## config.mk

```make
export PLATFORM = sky130hd
export DESIGN_NAME = hdmi_vid_gen
export DESIGN_NICKNAME = d
export VERILOG_FILES = /design/src/rtl/hdmi_vid_gen.sv
export SDC_FILE = /design/constraint.sdc
export NUM_CORES = 1
export LEC_CHECK = 0
export BUFFER_PORTS_ARGS = -buffer_cell sky130_fd_sc_hd__buf_4
export CAP_MARGIN = 10
export CORE_UTILIZATION = 50
export DETAILED_ROUTE_END_ITERATION = 16
export PLACE_DENSITY = 0.84
export SYNTH_ARGS = -nofsm -noshare
export SYNTH_HDL_FRONTEND = slang
export SYNTH_SLANG_ARGS = --single-unit
```

## constraint.sdc

```tcl
create_clock -name clk_i -period 6.74 [get_ports clk_i]
set_input_delay 1.011 -clock clk_i [delete_from_list [all_inputs] [get_ports clk_i]]
set_output_delay 1.011 -clock clk_i [all_outputs]
set_load 0.1 [all_outputs]
```

## src/rtl/hdmi_vid_gen.sv

```systemverilog
// Raster timing generator that aligns a frame-delimited pixel stream to the
// active region and feeds the three TMDS encoders with colour, DE and sync.
module hdmi_vid_gen #(
  parameter int H_ACTIVE = 1280,
  parameter int H_FP     = 110,
  parameter int H_SYNC   = 40,
  parameter int H_BP     = 220,
  parameter int V_ACTIVE = 720,
  parameter int V_FP     = 5,
  parameter int V_SYNC   = 5,
  parameter int V_BP     = 20,
  parameter bit HS_POL   = 1'b1,
  parameter bit VS_POL   = 1'b1
) (
  input  logic        clk_i,
  input  logic        rst_i,
  input  logic        en_i,
  input  logic        err_clr_i,
  input  logic [23:0] px_i,
  input  logic        px_val_i,
  input  logic        px_sof_i,
  input  logic        px_eol_i,
  output logic        px_rdy_o,
  output logic [7:0]  r_o,
  output logic [7:0]  g_o,
  output logic [7:0]  b_o,
  output logic        de_o,
  output logic        hsync_o,
  output logic        vsync_o,
  output logic        lock_o,
  output logic        underflow_o,
  output logic        misalign_o
);

  localparam int H_TOTAL = H_ACTIVE + H_FP + H_SYNC + H_BP;
  localparam int V_TOTAL = V_ACTIVE + V_FP + V_SYNC + V_BP;
  localparam int HW = $clog2(H_TOTAL);
  localparam int VW = $clog2(V_TOTAL);

  localparam logic [HW-1:0] H_LAST = HW'(H_TOTAL - 1);
  localparam logic [HW-1:0] H_ACT  = HW'(H_ACTIVE);
  localparam logic [HW-1:0] H_EOL  = HW'(H_ACTIVE - 1);
  localparam logic [HW-1:0] HS_BEG = HW'(H_ACTIVE + H_FP);
  localparam logic [HW-1:0] HS_END = HW'(H_ACTIVE + H_FP + H_SYNC);
  localparam logic [VW-1:0] V_LAST = VW'(V_TOTAL - 1);
  localparam logic [VW-1:0] V_ACT  = VW'(V_ACTIVE);
  localparam logic [VW-1:0] VS_BEG = VW'(V_ACTIVE + V_FP);
  localparam logic [VW-1:0] VS_END = VW'(V_ACTIVE + V_FP + V_SYNC);

  typedef enum logic [1:0] {IDLE, SEEK, LOCKED} state_t;

  state_t        state_q, state_d;
  logic [HW-1:0] h_q, h_d;
  logic [VW-1:0] v_q, v_d;
  logic [23:0]   rgb_q;
  logic          de_q, hs_q, vs_q, lock_q, uf_q, ma_q;

  logic active, hs, vs, origin, at_eol, run;
  logic use_px, uf_set, ma_set;

  assign active = (h_q < H_ACT) && (v_q < V_ACT);
  assign hs     = (h_q >= HS_BEG) && (h_q < HS_END);
  assign vs     = (v_q >= VS_BEG) && (v_q < VS_END);
  assign origin = (h_q == '0) && (v_q == '0);
  assign at_eol = (h_q == H_EOL);
  assign run    = (state_q != IDLE);

  // Counters sit at the origin whenever the block is (or is about to be) idle.
  always_comb begin
    h_d = h_q;
    v_d = v_q;
    if (state_q == IDLE || !en_i) begin
      h_d = '0;
      v_d = '0;
    end else if (h_q == H_LAST) begin
      h_d = '0;
      v_d = (v_q == V_LAST) ? '0 : v_q + 1'b1;
    end else begin
      h_d = h_q + 1'b1;
    end
  end

  always_ff @(posedge clk_i or posedge rst_i) begin
    if (rst_i) state_q <= IDLE;
    else       state_q <= state_d;
  end

  always_comb begin
    state_d = state_q;
    case (state_q)
      IDLE:    if (en_i) state_d = SEEK;
      SEEK:    if (use_px) state_d = LOCKED;
      LOCKED:  if (uf_set || ma_set) state_d = SEEK;
      default: state_d = IDLE;
    endcase
    if (!en_i) state_d = IDLE;
  end

  // SEEK drains non-SOF words and parks an SOF word until the raster origin.
  always_comb begin
    px_rdy_o = 1'b0;
    use_px   = 1'b0;
    uf_set   = 1'b0;
    ma_set   = 1'b0;
    case (state_q)
      SEEK: begin
        px_rdy_o = !(px_val_i && px_sof_i) || origin;
        use_px   = px_val_i && px_sof_i && origin;
      end
      LOCKED: begin
        px_rdy_o = active;
        if (active) begin
          if (!px_val_i)
            uf_set = en_i;
          else if ((px_sof_i != origin) || (px_eol_i != at_eol))
            ma_set = en_i;
          else
            use_px = 1'b1;
        end
      end
      default: ;
    endcase
  end

  always_ff @(posedge clk_i or posedge rst_i) begin
    if (rst_i) begin
      h_q    <= '0;
      v_q    <= '0;
      rgb_q  <= '0;
      de_q   <= 1'b0;
      hs_q   <= !HS_POL;
      vs_q   <= !VS_POL;
      lock_q <= 1'b0;
      uf_q   <= 1'b0;
      ma_q   <= 1'b0;
    end else begin
      h_q    <= h_d;
      v_q    <= v_d;
      rgb_q  <= use_px ? px_i : 24'h0;
      de_q   <= run && active;
      hs_q   <= (run && hs) ? HS_POL : !HS_POL;
      vs_q   <= (run && vs) ? VS_POL : !VS_POL;
      lock_q <= (state_d == LOCKED);
      uf_q   <= uf_set | (uf_q & !err_clr_i);
      ma_q   <= ma_set | (ma_q & !err_clr_i);
    end
  end

  assign r_o         = rgb_q[23:16];
  assign g_o         = rgb_q[15:8];
  assign b_o         = rgb_q[7:0];
  assign de_o        = de_q;
  assign hsync_o     = hs_q;
  assign vsync_o     = vs_q;
  assign lock_o      = lock_q;
  assign underflow_o = uf_q;
  assign misalign_o  = ma_q;

endmodule

```

Yosys cells after proc, flatten, opt, wreduce, memory -nomap -nowiden --
Cells that the tools add are included. W data, S select, Z words.
Word-level totals: output and inout port bits 31, input port bits 31, word-level logic and storage cells 75, register bits after elaboration 53
Operators by class: equality and inequality tests 8, add/subtract/negate cells 2, mux-type cells 24, reduce and logical (&&, ||, !) cells 21, bitwise operators 4, magnitude comparators 6
Operators with widths (number):
- $mux W10 | 3
- $mux W24 | 1
- $eq A11 B11 Y1 const B | 2
- $lt A11 B11 Y1 const B | 2
- $mux W11 | 2
- $lt A10 B10 Y1 const B | 2
- $mux W1 | 12
- $add A11 B1 Y11 const B | 1
- $ge A11 B11 Y1 const B | 1
- $logic_not A11 Y1 | 1
- $add A10 B1 Y10 const B | 1
- $eq A10 B10 Y1 const B | 1
- $ge A10 B10 Y1 const B | 1
- $logic_not A10 Y1 | 1
- $logic_and A1 B1 Y1 | 9
- $mux W2 | 3
- $pmux W2 S3 | 1
- $eq A2 B2 Y1 const B | 2
- $logic_or A1 B1 Y1 | 4
- $pmux W1 S2 | 2
- $reduce_bool A2 Y1 | 2
- $logic_not A1 Y1 | 3
- $and A1 B1 Y1 | 2
- $eq A2 B1 Y1 const B | 1
- 3 further kinds | 5

Logic depth before layout (Yosys ltp) --
Gate-level depths: netlist of run 1.
depth in word-level cells 13, gate-level depth with buffers 8, gate-level depth less buffers 7

Least setup slack after synthesis of run 1 --
OpenSTA, ideal clock, no wires.
path kind input to output, start input px_val_i, end output px_rdy_o, path slack 2.374 ns, required time 5.729 ns, buffers on the path 0, arrival 3.355 ns, stages on the path 3, path through nand2_1 -> o21ai_0 -> a21boi_0
On the way: longest elaborated chain between the ends 4
Ends and longest elaborated chain:
- start: declaration | line 20 | input logic px_val_i,
- $logic_and A1 B1 Y1 | line 107 | px_rdy_o = !(px_val_i && px_sof_i) || origin;
- $logic_not A1 Y1 | line 107
- $logic_or A1 B1 Y1 | line 107
- $pmux W1 S2 | line 105 | case (state_q)
- end: declaration | line 23 | output logic px_rdy_o,
No other way between the ends.

Worst setup path after layout of run 1 --
start register h_q[1], end output px_rdy_o
On the way: longest elaborated chain between the ends 4, elaborated cells on any way between the ends 6, those cells by class order compare: 1; mux: 1; reduce/logical: 4
Ends and longest elaborated chain:
- start: declaration | line 53 | logic [HW-1:0] h_q, h_d;
- start signal: assignment | line 127 | h_q <= '0;
- start signal: assignment | line 137 | h_q <= h_d;
- branches (longest 3 deep; another with $lt A11 B11 Y1)
- $pmux W1 S2 (*) | line 105
Every way passes the cells marked *.

==> results.toml, run 1 <==
[run_status]
status = "completed"

[global_route]
grt_max_degree = 54
grt_overflow = 0
grt_pass1_wl_mm = 8.78
use_met2_pct = 32.8
met1_usage_pct = 28.5
grt.busiest_layer = "met2"
track_usage_pct = 20.7
use_met3_pct = 4.42
grt_pass1_vias = 1913
antenna_found_initial = 0

[sta]
finClkSkew_ps = 8.49
slew_headroom_pct = 28.7
setup_viol = 0
tns_ps = 0
tightest_slew_ps = 1070
drv_slew = 0
hold_viol = 0
final.min_clock_period_ps = 3130
grt_setup_unrepaired = "false"
fin_crit_sh_pct = 46.5
fmax_mhz = 319

[drt]
dr.pass1.iters = 4
drc = 0
drt-initial-drc-count = 138
vias_per_cell = 5.41
wl_per_cell_um = 14.1
ant_nets = 0
wirelength_mm = 5.48
via_count = 2101

[cells_and_area]
antennaDiodeCount = 0
drive_above_1_share_pct = 24.8
area_growth_pct = 21.3
layout.nets = 359
multi_input_area_mm2 = 0.00123
regArea_mm2 = 0.00133
post-route-util_pct = 63.4
nFillCells = 408

[synth]
synth_top_area_share_pct = 49.7
netlist_instances = 261
synth_seq_cells = 53
yosysWarnings = 0
avgSynthCellArea_um2 = 10.2
syn_nets = 303
synth_seq_area_share_pct = 49.7
async_flop_share_pct = 100
synth.cell_area_mm2 = 0.00267
synth_edf_count = 0
synth_ff_type = "dfrtp_1"
synth_cell_type_count = 48
yosys.area.top_type = "dfrtp_1"
synth.area.top_cells = "dfrtp_1 (50%), a21boi_0 (7.0%), ha_1 (5.2%), o21ai_0 (3.8%), nor2_1 (3.5%)"

[clock_tree]
cts-htree-levels = 2
post_cts_resized = 0
post_cts_buffers = 0
cts.hold.buffers_added = 0
cts_root_buf = "clkbuf_8"
insertion_delay_ps = 310
cts_buffers = 5
clkTransAtPathRegs_ps = 100
cts.sinks = 53
cts_buffer_depth = 2
cts_tree = "yes"

[die]
ios = 62
fp.dieW_um = 75.0
initial_core_util_pct = 52.2
num_rows = 26
dieArea_mm2 = 0.00563
fp.coreArea_mm2 = 0.00511
die_h_um = 75.0

[worst_setup_path]
path_class = "flop to output port"
worstPathArrival_ps = 2120
critPathRequiredTime_ps = 5730
critPathMaxFanout = 5
cp-start-kind = "flop"
path_cells = "inv_1, ha_1, nor4b_2, nand4_2, nor2_1, o21ai_0, a21boi_0, buf_4"
critPathCaptureType = "output port"
slowest_stage = "dfrtp_1"
max_stage_delay_ps = 430

[placement]
gp_congestion = 0.849
dp_hpwl_mm = 3.94
io_buffers = 61

[pwr]
p_leak_uw = 0.00154
power.density_mw_per_mm2 = 179
ir_worst_vdd_mv = 0.0999

[hold_path]
hold_class = "flop to flop"

[flow_run]
maxCapViolCount = 0
registers in the layout (all words and copies together), names as in the netlist:
| name | flops |
|---|---|
| vsync_o | 1 |
| lock_o | 1 |
| h_q | 11 |
| rgb_q | 24 |
| de_o | 1 |
| underflow_o | 1 |
| v_q | 10 |
| state_q | 2 |
| hsync_o | 1 |
| misalign_o | 1 |
worst max-delay path: cells and delay by family (launching register included):
family                   cells  cell delay [ps]
adder cells (fa/ha/maj)      1              150
buffers and inverters        2              410
AND/OR/NAND/NOR              3              560
flip-flops                   1              430
AO/OA/AOI/OAI                2              260
layer usage:
| metal | up-vias | part of all wire [%] | wire (um) |
|---|---|---|---|
| met5 | - | 0 | 0 |
| met4 | 0 | 0.88 | 48 |
| met3 | 4 | 3.7 | 205 |
| met2 | 53 | 50 | 2750 |
| met1 | 1011 | 45 | 2480 |
| li1 | 1033 | - | - |
layout by cell type, fill, tap and decap left out, drive strengths merged, types with 3 or more instances in the layout:
cell type / Yosys / routed
nand4: 7 / 7
a21boi: 25 / 25
nor2: 25 / 25
xnor2: 6 / 6
and3: 7 / 7
and2: 4 / 4
nor2b: 4 / 4
clkbuf: 6 / 6
nand2: 22 / 22
xor2: 3 / 3
ha: 11 / 11
o21ai: 20 / 20
nand3: 10 / 10
nor3: 3 / 3
o31ai: 3 / 3
dfrtp: 53 / 53
nor4: 3 / 3
a21oi: 4 / 4
inv: 12 / 12
buf: 6 / 61
final timing paths:
check	to	start	cells past startpoint	slack (ps)
setup / recovery	px_rdy_o	h_q[1]$_DFF_PP0_	8	3610
hold / removal	misalign_o$_DFF_PP0_	misalign_o$_DFF_PP0_	1	500
setup reg to reg	rgb_q[4]$_DFF_PP0_	h_q[1]$_DFF_PP0_	7	3940
hold reg to reg	misalign_o$_DFF_PP0_	misalign_o$_DFF_PP0_	1	500
max in group asynchronous	misalign_o$_DFF_PP0_	rst_i	2	5120
min in group asynchronous	h_q[9]$_DFF_PP0_	rst_i	2	970
metrics by stage:
stage | hold WS [ps] | setup WS, ps | cells | total power (uW) | cell area, um2
global placement | 465 | 3910 | 380 | 408 | 3150
floorplan | 480 | 2370 | 261 | 382 | 2670
CTS | 500 | 3580 | 388 | 587 | 3240
global route | 538 | 3430 | 388 | 605 | 3240
detailed placement | 480 | 3880 | 380 | 409 | 3150
finish | 499 | 3610 | 388 | 581 | 3240
cell type report:
| class | instances | share of cell area, % |
|---|---|---|
| inverters | 12 | 1.39 |
| flip-flops and latches | 53 | 41.0 |
| clock inverters | 2 | 0.464 |
| repair buffers | 61 | 14.1 |
| clock buffers | 6 | 2.24 |
| well taps | 70 | 2.71 |
| multi-input cells | 184 | 38.1 |
power by group:
part | internal (uW) | switching (uW)
logic | 26.7 | 51.1
clock network | 73.4 | 105
registers | 322 | 2.82
Yosys cell counts (6+ instances only):
cell / n
nand4_1: 6
inv_1: 12
clkbuf_1: 6
nor2_1: 25
ha_1: 11
nand2_1: 22
o21ai_0: 20
nand3_1: 10
and3_1: 7
dfrtp_1: 53
a21boi_0: 25
xnor2_1: 6
kinds of logic after synthesis:
kind of cell	share of synthesized area (%)
simple gates	20.5
xor+xnor	2.96
flops	49.7
fa+ha+maj	5.16
compound gates	17.6
buf+inv	4.08
Note: power is estimated with default switching activity, not from simulation.
==> inputs of run 2 (changes only) <==
- clock period: 6.74 -> 3.1 ns (I/O delays scaled with it)
==> run 2 against run 1 <==
Effect of this change:
- worst hold slack got worse by 340 ps
- sequential power increased by 120%
- design area increased by 1.0%
- routed wire length increased by 4.7%
- largest power group unchanged
==> results.toml, run 2 (synthesis results as in run 1) <==
[worst_setup_path]
critPathRequiredTime_ps = 2630
critPathMaxFanout = 5
worstPathArrival_ps = 2110
cp-start-kind = "flop"
r2r_start = "h_q[1]$_DFF_PP0_"
crit_path_start = "h_q[1]$_DFF_PP0_"
reg2reg_depth = 8
path_class = "flop to output port"
critPathCaptureType = "output port"

[cells_and_area]
largest_reg_flops = 24
top_register = "rgb_q"
top_regs = "rgb_q: 24 flops, h_q: 11 flops, v_q: 10 flops"
layout.nets = 362
drive_above_1_share_pct = 25.5
post-route-util_pct = 64.0
layout_common_cells = "buf_4 (63), dfrtp_1 (53), nor2_1 (25)"
stdcell_count = 391
final_common_cell = "buf_4"
antennaDiodeCount = 0
area_growth_pct = 22.6

[global_route]
grt_overflow = 0
antenna_found_initial = 0
grt_max_degree = 54
track_usage_pct = 21.0
grt_pass1_wl_mm = 9.13
grt_pass1_vias = 2012

[sta]
fin_crit_sh_pct = 82.9
setup_viol = 0
tns_ps = 0
finClkSkew_ps = 10.5
tightest_slew_ps = 953
hold_viol = 0
slew_headroom_pct = 35.8
drv_slew = 0
fmax_mhz = 389
final.min_clock_period_ps = 2570
grt_setup_unrepaired = "false"

[clock_tree]
post_cts_buffers = 0
cts.hold.buffers_added = 0
cts.sinks = 53
clkTransAtPathRegs_ps = 100
cts-htree-levels = 2
insertion_delay_ps = 310
cts_buffers = 5
post_cts_resized = 0
cts_buffer_depth = 2
cts_tree = "yes"
cts_root_buf = "clkbuf_8"

[placement]
dpl.cell_count = 382
dp_hpwl_mm = 4.11
gp_congestion = 0.845
io_buffers = 61

[flow_run]
maxCapViolCount = 0

[pwr]
ir_worst_vdd_mv = 0.259
cellInternalPower_uw = 922
p_seq_share_pct = 55.6
p_comb_share_pct = 13.8
p_sw_share_pct = 27.3
power_switching_uw = 347
p_leak_uw = 0.00157
pwr-share-clk_pct = 30.6
power.density_mw_per_mm2 = 388

[run_status]
status = "completed"

[die]
fp.dieW_um = 75.0
dieArea_mm2 = 0.00563
initial_core_util_pct = 52.2
die_h_um = 75.0
fp.coreArea_mm2 = 0.00511
ios = 62
num_rows = 26

[drt]
drt-initial-drc-count = 171
wl_per_cell_um = 14.7
ant_nets = 0
vias_per_cell = 5.43
dr.pass1.iters = 4
drc = 0
via_count = 2122
wirelength_mm = 5.74

[hold_path]
hold_class = "input port to async pin"
==> run 2: final cells by class <==
cell class / instances / area (um2)
Inverter: 12 / 45.0
Clock buffer: 6 / 72.6
Timing Repair Buffer: 64 / 493
Sequential cell: 53 / 1330
Tap cell: 70 / 87.6
Multi-Input combinational cell: 184 / 1230
Fill cell: 426 / 1840
Clock inverter: 2 / 13.8
==> run 2: power groups by stage <==
| stage | sequential, uW | combinational [uW] | clock (uW) |
|---|---|---|---|
| 3_5_place_dp | 719 | 173 | 0 |
| 6_report | 705 | 175 | 389 |
| 2_1_floorplan | 762 | 68.1 | 0 |
| 5_1_grt | 707 | 188 | 422 |
| 4_1_cts | 705 | 173 | 398 |
| 3_3_place_gp | 719 | 169 | 0 |
==> run 2: stage by stage <==
stage / instance area [um2] / total power, uW / setup WS [ps] / hold slack [ps]
finish: 3270 / 1270 / 529 / 154
global route: 3270 / 1320 / 299 / 179
CTS: 3250 / 1280 / 497 / 361
detailed placement: 3160 / 892 / 632 / 481
global placement: 3160 / 887 / 695 / 465
floorplan: 2670 / 830 / 41.2 / 480
==> run 2: metal layers <==
layer	part of all wire [%]	routed length, um	global-route usage [%]	vias to the layer above
li1	-	-	-	1036
met5	0	0	0	-
met2	50	2860	34.7	47
met1	46	2640	28.4	1030
met4	1.1	61	7.55	0
met3	3.1	178	2.81	9
==> run 2: path summary, 6_finish.rpt <==
path                                          to  slack (ps)
setup / recovery                        px_rdy_o         530
hold reg to reg             misalign_o$_DFF_PP0_         490
min in group clk_i         underflow_o$_DFF_PP0_         360
hold / removal               rgb_q[12]$_DFF_PP0_         150
max in group asynchronous     v_q[4]$_DFFE_PP0P_        2420
setup reg to reg            state_q[0]$_DFF_PP0_         620
==> run 2: critical path, cell delays in order, from the launching register on <==
cell and delay, ps:
dfrtp_1 420, inv_1 100, ha_1 140, nor4b_2 230, nand4_2 200, nor2_1 130, o21ai_0 80, a21boi_1 180
buf_4 320
